==> src/rtl/gray_counter.sv <==
// Up/down binary counter with a registered Gray-coded copy, binary/Gray load and wrap pulse.
// Latency: one clk from sampled load/en to outputs; no backpressure, en gates every step.
module gray_counter #(
  parameter int unsigned           WIDTH     = 4,
  parameter logic [WIDTH-1:0]      RESET_VAL = '0
) (
  input  logic             clk,
  input  logic             rst,
  input  logic             en,
  input  logic             up,
  input  logic             load,
  input  logic             load_gray,
  input  logic [WIDTH-1:0] ld_val,
  output logic [WIDTH-1:0] bin_out,
  output logic [WIDTH-1:0] gray_out,
  output logic             wrap
);

  localparam logic [WIDTH-1:0] ONE        = WIDTH'(1);
  localparam logic [WIDTH-1:0] RESET_GRAY = RESET_VAL ^ (RESET_VAL >> 1);

  logic [WIDTH-1:0] ld_bin;
  logic [WIDTH-1:0] nxt_b;
  logic             nxt_wrap;

  // Gray-to-binary is a prefix XOR from the MSB down.
  always_comb begin
    ld_bin            = '0;
    ld_bin[WIDTH-1]   = ld_val[WIDTH-1];
    for (int i = WIDTH - 2; i >= 0; i--) begin
      ld_bin[i] = ld_bin[i+1] ^ ld_val[i];
    end
  end

  always_comb begin
    nxt_b    = bin_out;
    nxt_wrap = 1'b0;
    if (load) begin
      nxt_b = load_gray ? ld_bin : ld_val;
    end else if (en) begin
      if (up) begin
        nxt_b    = bin_out + ONE;
        nxt_wrap = &bin_out;
      end else begin
        nxt_b    = bin_out - ONE;
        nxt_wrap = ~|bin_out;
      end
    end
  end

  // Gray code is taken from the next binary value so both outputs flip on the same edge.
  always_ff @(posedge clk or posedge rst) begin
    if (rst) begin
      bin_out  <= RESET_VAL;
      gray_out <= RESET_GRAY;
      wrap     <= 1'b0;
    end else begin
      bin_out  <= nxt_b;
      gray_out <= nxt_b ^ (nxt_b >> 1);
      wrap     <= nxt_wrap;
    end
  end

endmodule

==> config.mk <==
export PLATFORM = sky130hd
export DESIGN_NAME = gray_counter
export DESIGN_NICKNAME = d
export VERILOG_FILES = /design/src/rtl/gray_counter.sv
export SDC_FILE = /design/constraint.sdc
export NUM_CORES = 1
export LEC_CHECK = 0
export CAP_MARGIN = 25
export CORE_AREA = 2 2 42 44
export DETAILED_ROUTE_END_ITERATION = 16
export DIE_AREA = 0 0 44 46
export PLACE_DENSITY = 0.7
export SLEW_MARGIN = 20
export SYNTH_ARGS = -nofsm -noshare
export SYNTH_HDL_FRONTEND = slang
export SYNTH_SLANG_ARGS = --single-unit
==> constraint.sdc <==
create_clock -name clk -period 1.6 [get_ports clk]
set_input_delay 0.16 -clock clk [delete_from_list [all_inputs] [get_ports clk]]
set_output_delay 0.16 -clock clk [all_outputs]
set_load 0.005 [all_outputs]
==> out/results.ini <==
[status]
status = finished clean

[cells_and_area]
fillers = 135
drive_gt1_share_pct = 37.08
num_antenna_cells = 0
area_growth_pct = 64.74
instances_no_fill = 106
layout.nets = 104
utilization_pct = 59.77
fin_area_um2 = 964.7
multi_input_area_um2 = 416.7
seqCellArea_um2 = 201.4

[synth]
synth.cell_area_um2 = 585.6
yosysMostFrequentCell = dfrtp_1
avgSynthCellArea_um2 = 10.27
synth-edff-count = 0
synthArstFlopShare_pct = 100.0
synth.yosys.warnings = 0
yosysTopAreaCellShare_pct = 34.19
syn_nets = 70
ys.flop_type = dfrtp_1
synth_cell_types = 31
syn_inst = 57
ys_seq_elements = 8
yosysTopAreaCell = dfrtp_1
synth_area_leaders = dfrtp_1, xor2_1, xnor2_1, ha_1, xor3_1
synthTopCellsByCount = dfrtp_1, a21oi_1, inv_1, xor2_1
yosysSeqAreaShare_pct = 34.19

[power_and_ir_drop]
seq_power_share_pct = 29.3
power_frac_comb_pct = 54.6
p_leak_nw = 0.4062
p_clk_share_pct = 16.1
swShare_pct = 31.10
power_mw = 0.9526
power_per_cell_area_mw_per_mm2 = 987.5
p_int_mw = 0.6564
p_sw_mw = 0.2962
peakVddDrop_mv = 0.4716

[sta]
timing.fmax_ghz = 0.6360
fin_tns_setup_ps = 0
timing.final.crit_share_pct = 98.28
relSlewSlack_pct = 80.11
skew_ps = 4.172
rsz0062_at_grt = yes
finalMaxSlewViolations = 0
setup_viol = 0
period_minus_slack_ps = 1572
worstMarginPinSlew_ps = 298.0
hold_viol_final = 0

[detailed_routing]
drcViolationCount = 0
wl_mm = 1.323
vias = 550
avgRoutedWirePerCell_um = 12.48
via_per_inst = 5.189
first_pass_iters = 4
antenna_left = 0
drtIter0Drc = 5

[critical_path]
critPathMaxFanout = 3
cp-end-kind = flop
critPathKind = flop to flop
r2r-start = bin_out[1]
start_kind = flop
cp.arrival_ps = 1740
reg2reg_slack_ps = 30
r2r_end = gray_out[1]
reg2reg_depth = 5
required_ps = 1770

[cts]
cts.htree.levels = 1
cts_tree = built
clock-root-buffer = clkbuf_4
cts_buffers = 3
clk_latency_ps = 250
cts_sinks = 8
cts_buffer_depth = 2
path_clk_slew_ps = 60

[worst_hold_path]
hold_class = input port to async pin

[die]
coreArea_mm2 = 0.001614
die_h_um = 46
io_pins = 19
die_w_um = 44
rows = 15
die-area_mm2 = 0.002024
initial_core_util_pct = 36.28

[run]
maxCapViolations = 0

[grt]
grt_pass1_vias = 498
antenna_found_initial = 0
grt_max_degree = 9
track_usage_pct = 14.67
grt_overflow = 0
grt_pass1_wl_mm = 2.118

[placement]
place_hpwl_mm = 1.008
dpl.cell_count = 101
io_buffers = 18
postPlaceCellArea_um2 = 875.8
gp_congestion = 0.7351

-- final cells by class --
| class | count | area share (%) |
|---|---|---|
| well taps | 17 | 2.205 |
| flip-flops and latches | 8 | 20.88 |
| multi-input cells | 42 | 43.19 |
| inverters | 4 | 1.556 |
| clock buffers | 3 | 2.335 |
| repair buffers | 32 | 29.83 |
-- layer usage --
layer	routed length, um	global-route usage (%)	vias to the layer above
met5	0	0	-
met3	78	3.571	0
li1	-	-	263
met2	712	26.18	23
met4	0	3.636	0
met1	532	17.65	264
-- power by group through the flow --
stage	logic [mW]	clock network [mW]	registers, mW
final	0.520	0.154	0.279
after global routing	0.563	0.165	0.285
after CTS	0.487	0.154	0.278
after detailed placement	0.445	0	0.277
after global placement	0.437	0	0.278
after floorplan	0.204	0	0.293
-- through the flow --
step           worst slack (ps)  hold WS, ps
5_1_grt                  -23.48        178.1
4_1_cts                   15.86        155.5
6_report                  27.60        145.4
3_5_place_dp             -341.5        420.2
2_1_floorplan             6.494       -24.34
3_3_place_gp             -324.8        419.4
-- flip-flops by register name (all words and copies together), names as in the netlist --
signal and count:
bin_out 4, gray_out 3, wrap 1
-- layout by cell type, fill, tap and decap left out, drive strengths merged --
| master | Yosys | layout |
|---|---|---|
| nand3b | 1 | 1 |
| nor4 | 1 | 1 |
| a22o | 1 | 1 |
| or4b | 1 | 1 |
| inv | 4 | 4 |
| nor3b | 2 | 2 |
| a2bb2oi | 2 | 2 |
| nor2 | 3 | 3 |
| nor4bb | 1 | 1 |
| mux2i | 1 | 1 |
| fa | 1 | 1 |
| dlygate4sd2 | 0 | 1 |
| xnor2 | 3 | 3 |
| o21ai | 1 | 1 |
| xor2 | 5 | 5 |
| nor2b | 1 | 1 |
| dfrtp | 8 | 8 |
| ha | 2 | 2 |
| nand4 | 1 | 1 |
| nand3 | 1 | 1 |
| xor3 | 1 | 1 |
| a21o | 1 | 1 |
| clkdlybuf4s50 | 0 | 17 |
| a21oi | 4 | 4 |
| a221oi | 1 | 1 |
| nand2b | 1 | 1 |
| buf | 3 | 14 |
| clkbuf | 0 | 3 |
| nand2 | 3 | 3 |
| a211oi | 1 | 1 |
| and2 | 1 | 1 |
| or3 | 1 | 1 |
-- worst max-delay path: stages (launching register included) --
cell	delay (ps)
dfrtp_2	430
inv_2	80
fa_2	440
mux2i_4	170
a2bb2oi_2	200
xor2_1	170
-- worst max path at each step --
stage / cells past startpoint / endpoint / start
after floorplan: 6 / gray_out[2] / bin_out[0]
after global placement: 7 / gray_out[2] / up
after detailed placement: 7 / gray_out[2] / up
after CTS: 5 / gray_out[1] / bin_out[1]
after global routing: 5 / gray_out[1] / bin_out[1]
final: 5 / gray_out[1] / bin_out[1]
-- cells by family after synthesis --
group                      count (synthesis)  share of synthesized area (%)
and+or+nand+nor                           18                          19.23
buffers and inverters                      7                          5.981
AOI/OAI and AO/OA                         11                          13.89
muxes                                      1                          1.709
adders and majority gates                  3                          7.692
DFF                                        8                          34.19
xor gates and xnor gates                   9                          17.31
-- what timing repair did --
item,4_1_cts,5_1_grt
hold buffers,0,0
gates cloned,0,0
pin swaps,1,1
setup endpoints to repair,3,3
buffers inserted,1,1
resized for setup,8,4
(Power assumes the default switching activity.)
